<file path="src/rtl/total_display.sv">
// rtl/total_display.sv - 16-bit total to 5-digit BCD with multiplexed seven-segment scan
module total_display #(
    parameter int REFRESH_DIV = 27000,
    parameter bit BLANK_LZ    = 1'b1
) (
    input  logic        clk,
    input  logic        rst,
    input  logic [15:0] total,
    output logic        busy,
    output logic [19:0] bcd,
    output logic [4:0]  an,
    output logic [6:0]  seg
);

    localparam int CW = (REFRESH_DIV > 1) ? $clog2(REFRESH_DIV) : 1;

    typedef enum logic [1:0] {IDLE, CONV, DONE} state_t;

    state_t        state, state_nxt;
    logic [15:0]   last_val;
    logic [15:0]   bin;
    logic [19:0]   scratch;
    logic [19:0]   adj;
    logic [3:0]    iter;

    logic [CW-1:0] cnt;
    logic [2:0]    idx;
    logic [3:0]    digit;
    logic [4:0]    blank;
    logic [6:0]    seg_nxt;

    always_ff @(posedge clk or negedge rst) begin
        if (!rst) state <= IDLE;
        else      state <= state_nxt;
    end

    always_comb begin
        state_nxt = state;
        case (state)
            IDLE:    if (total != last_val) state_nxt = CONV;
            CONV:    if (iter == 4'd15)     state_nxt = DONE;
            DONE:    state_nxt = IDLE;
            default: state_nxt = IDLE;
        endcase
    end

    // Add-3 correction applied before every shift of the double-dabble.
    always_comb begin
        adj = scratch;
        for (int i = 0; i < 5; i++) begin
            if (scratch[i*4 +: 4] >= 4'd5)
                adj[i*4 +: 4] = scratch[i*4 +: 4] + 4'd3;
        end
    end

    always_ff @(posedge clk or negedge rst) begin
        if (!rst) begin
            last_val <= '0;
            bin      <= '0;
            scratch  <= '0;
            iter     <= '0;
            busy     <= 1'b0;
            bcd      <= '0;
        end else begin
            case (state)
                IDLE: begin
                    if (total != last_val) begin
                        bin      <= total;
                        last_val <= total;
                        scratch  <= '0;
                        iter     <= '0;
                        busy     <= 1'b1;
                    end
                end
                CONV: begin
                    {scratch, bin} <= {adj[18:0], bin, 1'b0};
                    iter           <= iter + 4'd1;
                end
                DONE: begin
                    bcd  <= scratch;
                    busy <= 1'b0;
                end
                default: ;
            endcase
        end
    end

    // A digit above the units is blank when it and everything above it is zero.
    always_comb begin
        blank[4] = (bcd[19:16] == 4'd0);
        blank[3] = blank[4] && (bcd[15:12] == 4'd0);
        blank[2] = blank[3] && (bcd[11:8]  == 4'd0);
        blank[1] = blank[2] && (bcd[7:4]   == 4'd0);
        blank[0] = 1'b0;
    end

    always_comb begin
        digit = 4'd0;
        case (idx)
            3'd0:    digit = bcd[3:0];
            3'd1:    digit = bcd[7:4];
            3'd2:    digit = bcd[11:8];
            3'd3:    digit = bcd[15:12];
            3'd4:    digit = bcd[19:16];
            default: digit = 4'd0;
        endcase
    end

    always_comb begin
        seg_nxt = 7'h7F;
        case (digit)
            4'd0:    seg_nxt = 7'h40;
            4'd1:    seg_nxt = 7'h79;
            4'd2:    seg_nxt = 7'h24;
            4'd3:    seg_nxt = 7'h30;
            4'd4:    seg_nxt = 7'h19;
            4'd5:    seg_nxt = 7'h12;
            4'd6:    seg_nxt = 7'h02;
            4'd7:    seg_nxt = 7'h78;
            4'd8:    seg_nxt = 7'h00;
            4'd9:    seg_nxt = 7'h10;
            default: seg_nxt = 7'h7F;
        endcase
        if (BLANK_LZ && idx <= 3'd4 && blank[idx])
            seg_nxt = 7'h7F;
    end

    always_ff @(posedge clk or negedge rst) begin
        if (!rst) begin
            cnt <= '0;
            idx <= '0;
            an  <= 5'b11111;
            seg <= 7'h7F;
        end else begin
            if (cnt == CW'(REFRESH_DIV - 1)) begin
                cnt <= '0;
                idx <= (idx == 3'd4) ? 3'd0 : idx + 3'd1;
            end else begin
                cnt <= cnt + 1'b1;
            end
            an  <= ~(5'b00001 << idx);
            seg <= seg_nxt;
        end
    end

endmodule
</file>
<file path="config.mk">
export PLATFORM = sky130hd
export DESIGN_NAME = total_display
export DESIGN_NICKNAME = d
export VERILOG_FILES = /design/src/rtl/total_display.sv
export SDC_FILE = /design/constraint.sdc
export NUM_CORES = 1
export LEC_CHECK = 0
export BUFFER_PORTS_ARGS = -buffer_cell sky130_fd_sc_hd__buf_2
export CAP_MARGIN = 10
export CORE_ASPECT_RATIO = 2
export CORE_UTILIZATION = 55
export CTS_BUF_LIST = sky130_fd_sc_hd__clkbuf_8
export DETAILED_ROUTE_END_ITERATION = 10
export MAX_ROUTING_LAYER = met4
export PLACE_DENSITY = 0.75
export SKIP_LAST_GASP = 1
export SYNTH_ARGS = -nofsm -noshare
export SYNTH_HDL_FRONTEND = slang
export SYNTH_SLANG_ARGS = --single-unit
</file>
<file path="constraint.sdc">
create_clock -name clk -period 5.6 [get_ports clk]
set_input_delay 1.12 -clock clk [delete_from_list [all_inputs] [get_ports clk]]
set_output_delay 1.12 -clock clk [all_outputs]
set_load 0.005 [all_outputs]
</file>
# Word level (Yosys, flattened, before mapping)
# Memories as Yosys holds them, arrays and structs flattened.
# Index checks and enable logic that the tools add are counted.
# Widths: inputs -> output; s select.
word_totals:
  inputBits: 18
  rom_bits: 112
  reg_bits: 109
  elab_cells: 78
  out_inout_bits: 33
  mem_count: 1
memory_table:
  columns: ["name", "depth", "word_bits", "rd", "rd_ports_with_merged_regs", "write_ports", "line", "rtl"]
  rows:
  - ["(name not given)", 16, 7, 1, 0, 0, "111", "case (digit)"]
classes:
  shifts: 1
  bitwise_logic: 1
  n_mux: 22
  n_addsub: 8
  n_reduce_logical: 16
  n_eq_ne: 11
  order_cmp: 7
ops:
  columns: ["op", "count"]
  rows:
  - ["$pmux 20 s2", 1]
  - ["$pmux 16 s2", 1]
  - ["$ge 4x3->1 const B", 5]
  - ["$mux 20", 1]
  - ["$mux 4", 5]
  - ["$pmux 4 s5", 1]
  - ["$add 4x2->4 const B", 4]
  - ["$logic_not 4->1", 4]
  - ["$mux 16", 1]
  - ["$ne 16x16->1", 1]
  - ["$add 15x1->15 const B", 1]
  - ["$eq 15x15->1 const B", 1]
  - ["$mux 15", 1]
  - ["$pmux 4 s2", 1]
  - ["$reduce_and 2->1", 4]
  - ["$mux 7", 1]
  - ["$eq 3x2->1 const B", 2]
  - ["$mux 3", 2]
  - ["$not 5->5", 1]
  - ["$shl 1x3->5 const A", 1]
  - ["$add 4x1->4 const B", 1]
  - ["$eq 4x4->1 const B", 1]
  - ["$logic_and 1x1->1", 4]
  - ["$lt 3x4->1 const B", 1]
  - ["other kinds (16)", 20]

# Depth between registers and ports, before layout
# Gate-level depths: netlist of the first run.
logic_depth:
  word_depth: 8
  ltp_mapped: 10
  ltp_nobuf: 9

# Worst setup path after synthesis of the first run
# OpenSTA, ideal clock, no wires.
synth_path:
  path_kind: "input -> register"
  startpoint: "input total[10]"
  endpoint: "register bin[15]"
  arrival_time_ps: 2361
  required_ps: 5474
  cell_stages: 7
  slack_ps: 3113
  path_buffers: 2
  setup_time_ps: 126
  cell_sequence: "xnor2_1 -> nand4_1 -> nor4_2 -> nor3_1 -> buf_6 -> buf_6 -> a221o_1"
synth_via:
  elab_chain_cells: 3
synth_rtl:
  columns: ["element", "line", "rtl"]
  rows:
  - ["start, declared", "8", "input logic [15:0] total,"]
  - ["$ne 16x16->1", "67", "if (total != last_val) begin"]
  - ["$ne 2x2->1 (no source line)", null, null]
  - ["$reduce_and 2->1 (no source line)", null, null]
  - ["end signal, assigned", "68", "bin <= total;"]
  - ["end signal, assigned", "76", "{scratch, bin} <= {adj[18:0], bin, 1'b0};"]
  - ["end, declared", "21", "logic [15:0] bin;"]
# No other way between the ends.
# A chain may end at the register's enable or synchronous reset.

# Worst setup path in the final report of the first run
layout_path:
  startpoint: "input total[6]"
  endpoint: "register last_val[4]"
layout_via:
  elab_chain_cells: 2
layout_rtl:
  columns: ["element", "line", "rtl"]
  rows:
  - ["$ne 16x16->1", "67", null]
  - ["$reduce_and 2->1 (no source line)", null, null]
  - ["end signal, assigned", "69", "last_val <= total;"]
  - ["end, declared", "20", "logic [15:0] last_val;"]
# No other way between the ends.

==> results of run 1 <==
cell usage after synthesis, drive strengths merged (6+ instances only):
library cell  count
dfrtp            97
nand2            48
o21ai            34
mux2             27
xnor2            26
ha               22
inv              19
nor2             19
a221o            15
and2             15
xor2             13
a21oi            12
clkbuf           12
dfstp            12
buf              10
nand3            10
o22ai            10
nand2b            7
a31oi             6
nor4b             6
layout make-up:
type,count,area [um2]
clock buffers,9,124
clock inverters,6,104
fillers,757,3490
inverters,19,71.3
multi-input cells,324,2310
flip-flops and latches,109,2740
well taps,104,130
repair buffers,55,290
layer usage:
layer / up-vias / share of wire, %
met2: 75 / 54
met5: - / 0
li1: 1766 / -
met4: 0 / 2.2
met3: 15 / 3.3
met1: 1803 / 40
power groups by stage:
stage | Combinational (W) | Sequential [W] | Clock [W]
after CTS | 0.00100 | 0.00130 | 0.000555
final | 0.000998 | 0.00130 | 0.000544
after global routing | 0.00112 | 0.00134 | 0.000587
after global placement | 0.000950 | 0.00130 | 0
after floorplan | 0.000743 | 0.00125 | 0
after detailed placement | 0.000996 | 0.00131 | 0
cells by family after synthesis:
logic type / count (synthesis)
xor gates and xnor gates: 39
and+or+nand+nor: 132
AOI/OAI and AO/OA: 100
DFF: 109
buffers and inverters: 41
adders and majority gates: 22
muxes: 31
through the flow:
stage	util (%)	instance area, um2
finish	62.3	5770
global route	62.3	5770
CTS	62.3	5770
detailed placement	59.9	5540
global placement	59.9	5540
floorplan	-	5220
final timing paths:
path                          start          end
setup / recovery           total[6]  last_val[4]
hold / removal                 busy         busy
setup reg to reg             idx[0]       seg[5]
hold reg to reg                busy         busy
max in group asynchronous       rst       seg[2]
min in group asynchronous       rst         busy
flip-flops by register name, indices dropped and copies added (netlist names), 2 cells and up:
signal and flops:
an 5, bcd 20, bin 16, cnt 15
idx 3, iter 4, last_val 16, scratch 20
seg 7, state 2
critical path, delay by kind of cell:
kind,cells,cell delay [ps]
and+or+nand+nor,3,680
buffers and inverters,2,550
muxes,1,390
xor gates and xnor gates,1,120
==> run summary, run 1 <==
The flow ran to the end, but the final reports show violations. The final reports fail on DRC. In this run the biggest area consumer among cell types represents 46.5% of the synthesized area.

In the post-synthesis netlist, the biggest area contributors are sky130_fd_sc_hd__dfrtp_1 46%, sky130_fd_sc_hd__dfstp_2 6.0%, sky130_fd_sc_hd__mux2_2 5.8%, sky130_fd_sc_hd__ha_1 5.3%, sky130_fd_sc_hd__xnor2_1 4.4%. In this run the deepest clock path goes through 2 buffers. Before antenna repair, the detailed router went through 9 iterations. Walking the worst path, the cells encountered are buf_2 > xnor2_1 > nand4_1 > nor4_2 > nor3_2 > buf_4 > mux2_2. Summing over every cut layer, the via total after detailed routing is 3659. The run gives 0 as the initial antenna violation count.

Global routing consumed, on the met3 layer, 3.98% of the routing resources. In this run the static leakage power is 2.61 nW. The min-delay analysis places its worst path in the category reg -> reg. Summing the areas of all compound-gate instances in the mapped netlist gives 12.8% of the synthesized area. 51 I/O pins were placed.

In this run the power density over the cells is 492 nW/um2. At the pin with the least slew margin, the transition time is 991 ps. The internal power consumption is 0.00186 W, and the worst setup slack after layout is 2980 ps. The switching share of power is 34.6%. After layout, the worst path uses 46.8% of the clock period.

The run gives 109 as the clock sink count. In this run the mean area of a mapped cell was 11.0 um2. The tool flagged a number of max-cap violations equal to 0. The mean number of vias per cell is 5.85. Net count after synthesis: 514. The clock group share of total power is 19.2%. Synthesis inferred 109 register bits. After detailed routing, the number of remaining DRC violations is 4. The type of the setup path with the least slack is in -> reg. The horizontal die dimension was 70.9 um; the worst hold path stage count was 1.

Entering global routing, the biggest net connects 70 pins. Measured against its own limit, the worst slew margin works out to 33.7%. For the reported net switching power, the log shows 0.000984 W. Summing the areas of all and, or, nand and nor instances in the mapped netlist gives 12.9% of the synthesized area.

The region available for standard cell placement spans 9260 um2. Startpoint type of the worst setup path: an input port. Yosys printed 0 warnings. The gate count after technology mapping was 474; the upper clock frequency limit was 0.382 GHz. The tools report the first-pass GRT wire length as 17.3 mm. The tools report the minimum setup slack after placement as 2590 ps. Master cell of the clock root buffer: sky130_fd_sc_hd__clkbuf_8. The post-synthesis async set-or-reset flop share is 100%, and the average wire per cell in the routed design is 16.6 um. The number of hold buffers added after CTS is 0, and the number of H-tree levels is 3.

At the worst endpoint, the required time is 5860 ps. The largest total area in the synthesized netlist belongs to sky130_fd_sc_hd__dfrtp_1. In this run the post-CTS setup repair buffer count came out at 0. Compared with the post-synthesis result, the final layout area differs by 10.5%. The number of enable flip-flop cells after synthesis was 0; the number of diodes added for antenna fixing was 0. Setup total negative slack on the finished layout was measured at 0 ps. The global routing met2 resource utilization is 40.1%. The critical path data arrival time was 2880 ps. The design draws 0.00284 W. For this run, the leading register cell type out of synthesis is sky130_fd_sc_hd__dfrtp_1.

Sequential cells were found to cover 52.5% of the synthesized design area. The library cell used most frequently in the layout, excluding fill and tap cells, is sky130_fd_sc_hd__dfrtp_1. Leaving out fill and tap cells, the most frequent cells in the layout are 97 x sky130_fd_sc_hd__dfrtp_1, 49 x sky130_fd_sc_hd__buf_2, 48 x sky130_fd_sc_hd__nand2_1, 32 x sky130_fd_sc_hd__o21ai_0, 27 x sky130_fd_sc_hd__mux2_2. The logs give 0 for the final-report setup violation count and 9910 um2 for the overall die area. The number of placement rows is 50. Summed over all layers, the global routing overflow is 0. The delay of the slowest cell on the worst path was 440 ps.

Buffers inserted during clock tree synthesis total 9. Placed cell count: 611. The synthesized netlist contains 46 unique library cells. After Yosys synthesis, full adders, half adders and majority gates account for 5.27% of the synthesized area. By area, the combinational part of the netlist is dominated by simple AND/OR/NAND/NOR gates. The time the worst path needs with I/O delays and setup works out to 2620 ps.

The count of cells in the finished layout, fillers not included, comes to 626. Across all register-to-register paths, the minimum setup slack is 3290 ps. The share of power burned in registers came out at 45.7%.

The met1 global-route usage came out at 25.8%. The portion of synthesized area spent on multiplexers is 6.59%. The combined global-route utilization of all metal layers is 23.0%, and the clock network latency to the later pin of the worst-skew pair is 370 ps.

Type of element capturing the critical path: a flip-flop. In this run the remaining antenna-violating nets after routing total 0. In this run, the combinational gates consume 35.1% of the power. The number of gates resized after CTS was 0. After Yosys synthesis, XOR and XNOR cells account for 6.54% of the synthesized area. The weighted congestion reported at the end of routability-driven placement is 0.846, and the half-perimeter wire length of the detailed placement result is 7.32 mm.

On the final layout, the worst clock skew is 13.7 ps. Clock-pin slew was measured on the worst setup and hold paths at 100 ps. The number of max-slew violations in the final report was 0; the worst hold slack across all endpoints was 482 ps.

The layout cell share with drive strength beyond 1 was 21.3%; the number of buffer cells added on primary ports was 50. The total count of hold-check failures in the final report came out at 0. Setup repair after global routing left no endpoint under its margin. For the worst flop-to-flop path, the logic depth is 9.

The initial utilization of the core area, before any placement, comes to 56.4%. In this run the most used layer during global routing was met2. For this block, the routed nets add up to 10.4 mm of wire. TritonCTS built the clock tree. The maximum fanout count along the critical path is 34.

The net count of the finished layout was 558. The cell with the largest stage delay on the worst path was sky130_fd_sc_hd__nor3_2. The height of the die was 140 um; the number of global-route vias before repair was 3684. The number of violations reported at the end of detailed-routing iteration 0 was 228; the peak supply drop was 0.341 mV. The area of the mapped netlist was 5220 um2.
(Power assumes the default switching activity.)
==> inputs of run 2 (changes only) <==
--- a/config.mk
+++ b/config.mk
@@ -5,6 +5,7 @@
 export SDC_FILE = /design/constraint.sdc
 export NUM_CORES = 1
 export LEC_CHECK = 0
+export ABC_AREA = 1
 export BUFFER_PORTS_ARGS = -buffer_cell sky130_fd_sc_hd__buf_2
 export CAP_MARGIN = 10
 export CORE_ASPECT_RATIO = 2
@@ -12,7 +13,7 @@
 export CTS_BUF_LIST = sky130_fd_sc_hd__clkbuf_8
 export DETAILED_ROUTE_END_ITERATION = 10
 export MAX_ROUTING_LAYER = met4
-export PLACE_DENSITY = 0.75
+export PLACE_DENSITY = 0.78
 export SKIP_LAST_GASP = 1
 export SYNTH_ARGS = -nofsm -noshare
 export SYNTH_HDL_FRONTEND = slang
==> constraint.sdc (replaced) <==
create_clock -name clk -period 2.4 [get_ports clk]
set_input_delay 0.48 -clock clk [delete_from_list [all_inputs] [get_ports clk]]
set_output_delay 0.48 -clock clk [all_outputs]
set_load 0.005 [all_outputs]
==> run 2 against run 1 <==
Compared with the run above: the run now ends clean; sequential cell count did not move; highest routed layer unchanged; critical path depth is 4 higher; synthesized area rose by 8.9%; count of clock-buffer cells in the layout stayed put; die area is 8.7% higher; register-to-register slack lost 3100 ps; critical endpoint is now seg[3]; core utilization decreased by 0.19 points; hold slack got worse by 410 ps; final cell count is 48% higher; largest power group unchanged; clock skew shrank 5.9 ps.
==> run summary, run 2 <==
The reported net switching power is 0.00307 W, and the net count after synthesis is 781. The run finished with clean final reports. Per report_power, the sequential group accounts for 42.8% of the total. For the number of global-route vias before repair, the log shows 4842. 51 I/O pins were placed. The most common cell in the synthesized netlist is sky130_fd_sc_hd__nand2_1.

The horizontal die dimension works out to 73.9 um. The finished layout holds 928 standard cells, fillers aside. The worst setup path is captured at a flip-flop. Setup slack of the worst register-to-register path: 200 ps. The most used flip-flop cell after synthesis is sky130_fd_sc_hd__dfrtp_1.

The tools report the number of H-tree levels as 3. Including well taps, the total number of placed cells is 912. The routed design has 12.2 mm of wire. The logs give 0 for the post-route antenna net violation count and 909 for the number of inserted filler cells in the final layout. After clock tree synthesis, the setup repair step added 0 buffers. VDD sags by at most 0.639 mV. In the routed layout, each cell is associated on average with a via count of 5.24.

The run gives 62.1% as the share of the core filled with cells in the final layout. Setup repair after global routing left no endpoint under its margin. Average wire per cell in the routed design: 13.2 um. For this configuration, the core starts out at a cell density of 56.4%.

Sequential elements use 48.2% of the synthesized area. The mean instance size in the synthesized netlist was 7.67 um2; the area of the core was 10100 um2. The overall die area is 10800 um2.

In the final design database the tool counted 828 nets. The tools report the endpoint of the worst register-to-register path as seg[3]. Synthesis inferred 109 register bits.

For this block, the initial DRC count from the detailed router was 306. The logs give 0 for the max-cap violation count and 0 for the total count of hold-check failures in the final report. Type of the setup path with the least slack: reg -> reg. The pre-antenna-repair detailed-routing pass consisted of 5 iterations.

The analysis attributes to cell leakage a power of 3.35 nW. The clock group share of total power came out at 14.9%. For this run, the number of Yosys warnings is 0. The area growth from synthesis to layout is 10.2%, and the critical path data arrival time is 2490 ps.

The maximum root-to-sink buffer count was 2. Most common library cell in the layout ignoring fill and taps: sky130_fd_sc_hd__nand2_1. Startpoint type of the worst setup path: a flip-flop. The number of max-slew violations in the final report was 0; the height of the die was 146 um.

TritonCTS built the clock tree. The number of placement rows is 52. After layout, the worst path uses 91.7% of the clock period. The layout cell share with drive strength beyond 1 came out at 12.0%. The largest single stage delay on the critical path is 440 ps. Counting flops with a built-in enable in the synthesized netlist gives 0.

Clock-pin slew was measured on the worst setup and hold paths at 100 ps. The combinational cell fraction of total power was 42.3%. On the final layout, the worst clock skew is 7.75 ps. The largest total area in the synthesized netlist belongs to sky130_fd_sc_hd__dfrtp_1. The run gives 25.7% as the combined global-route utilization of all metal layers.

The tightest min-delay check is of the in -> async type. The synthesized netlist occupies a cell area of 5690 um2. The slowest stage of the critical path belongs to the cell sky130_fd_sc_hd__dfrtp_1. The run gives 9.16 mm as the half-perimeter wire length of the detailed placement result. The critical path goes through inv_1 > ha_1 > nand2_2 > o22ai_1 > nor2_1 > nand2_1 > inv_1 > ha_1 > or2_2 > nand3_1 > nand3_1. Summed over all layers, the global routing overflow is 0. Along the worst path, the maximum fanout reaches 6. In the post-synthesis netlist, the biggest area contributors are sky130_fd_sc_hd__dfrtp_1 43%, sky130_fd_sc_hd__nand2_1 14%, sky130_fd_sc_hd__nand3_1 7.4%, sky130_fd_sc_hd__o21ai_0 7.1%, sky130_fd_sc_hd__inv_1 6.6%. The master cell of the clock root buffer was sky130_fd_sc_hd__clkbuf_8. The number of hold buffers added after CTS came out at 0. Adding up every negative setup slack in the final design gives 0 ps. 0 antenna diodes ended up in the layout.

Post-CTS repair changed the size of 0 cells. The logs give 52 for the pin count of the biggest net entering global routing and 0 for the number of remaining DRC errors. Counting distinct cell types in the post-synthesis netlist gives 26. Summing internal, switching and leakage power gives 0.00731 W. Weighted congestion reported at the end of routability-driven placement: 0.904. The minimum setup slack after placement is 246 ps. Headroom to the max-slew limit came out at 58.4%. Leaving out fill and tap cells, the most frequent cells in the layout are 216 x sky130_fd_sc_hd__nand2_1, 100 x sky130_fd_sc_hd__inv_1, 97 x sky130_fd_sc_hd__dfrtp_1, 84 x sky130_fd_sc_hd__nand3_1, 81 x sky130_fd_sc_hd__o21ai_0. The clock network latency to the later pin of the worst-skew pair was 370 ps; the switching share of power was 42.1%. The proportion of netlist area held by the largest area contributor was 42.7%; the upper clock frequency limit was 0.454 GHz. The initial antenna violation count is 0, and the number of buffer cells added on primary ports is 50. After synthesis, the share of flip-flops with an asynchronous set or reset is 100%. The startpoint of the worst-slack reg-to-reg timing path is idx[0]. The time the worst path needs with I/O delays and setup is 2200 ps, and the via count is 4865. The run gives 21.1 mm as the first-pass GRT wire length. At the worst endpoint, the required time is 2690 ps. The cell count after synthesis came out at 741.

For the worst setup slack after layout, the log shows 199 ps. The largest registers in the layout are bcd (20), scratch (20). Transition time of the tightest slew-check pin: 619 ps. The tools report the clock sink count as 109. Counting the buffers created by CTS gives 9. The internal power of the cells totals 0.00423 W.

By count the netlist is led by 217 x sky130_fd_sc_hd__nand2_1, 100 x sky130_fd_sc_hd__inv_1, 97 x sky130_fd_sc_hd__dfrtp_1. Setup violations remaining at the end of the flow were counted as 0. The worst register-to-register path has a depth of 11. Dividing total power by cell area gives a power density of 1170 nW/um2.
## run 2: cell count changes after synthesis, sizes merged, moves of 27 or more
cell,delta
mux2,-27
inv,+82
nor2,+29
nand3,+74
o21ai,+48
nand2,+171
## run 2: power groups by stage
stage          registers, W  logic, W  clock network (W)
2_1_floorplan       0.00304   0.00225                  0
3_3_place_gp        0.00313   0.00293                  0
3_5_place_dp        0.00316   0.00310                  0
4_1_cts             0.00313   0.00312            0.00112
5_1_grt             0.00323   0.00361            0.00118
6_report            0.00313   0.00309            0.00109
## run 2: logic make-up after synthesis
kind of cell / share of synthesized area, %
AO/OA/AOI/OAI: 9.20
XOR/XNOR: 1.39
buffers and inverters: 9.13
adder cells (fa/ha/maj): 4.84
AND/OR/NAND/NOR: 27.2
flip-flops: 48.2
## run 2: final cells by class
type	instances	area [um2]	share of cell area, %
inverter	102	383	6.11
multi-input combinational	506	2430	38.8
clock buffer	9	124	1.98
timing repair buffer	60	353	5.63
tap	135	169	2.70
sequential	109	2740	43.8
clock inverter	7	66.3	1.06
## run 2: metal layers
layer	share of wire, %	GRT usage, %	up-vias	wire length [um]
li1	-	-	2434	-
met5	0	-	-	0
met1	39	26.5	2290	4720
met3	2.8	3.46	28	341
met2	55	46.0	113	6690
met4	3.8	12.1	0	459
## run 2: worst max-delay path by stage
| stage | startpoint | endpoint | slack, ps |
|---|---|---|---|
| 2_1_floorplan | idx[2] | seg[0] | 480 |
| 3_3_place_gp | idx[0] | seg[0] | 350 |
| 3_5_place_dp | idx[0] | seg[3] | 250 |
| 4_1_cts | idx[0] | seg[3] | 240 |
| 5_1_grt | idx[0] | seg[3] | 70 |
| 6_report | idx[0] | seg[3] | 200 |
## run 2: through the flow
step                      hold slack, ps  instance area (um2)
after detailed placement             457                 6080
final                               73.1                 6270
after global placement               451                 6080
after floorplan                      184                 5690
after global routing                95.4                 6270
after CTS                           73.6                 6270
## run 2: worst max-delay path: cells and delay by family (launching register included)
| family | cells | cell delay (ps) |
|---|---|---|
| and+or+nand+nor | 6 | 810 |
| adders and majority gates | 2 | 490 |
| DFF | 1 | 440 |
| buffers and inverters | 2 | 250 |
| AOI/OAI and AO/OA | 1 | 120 |
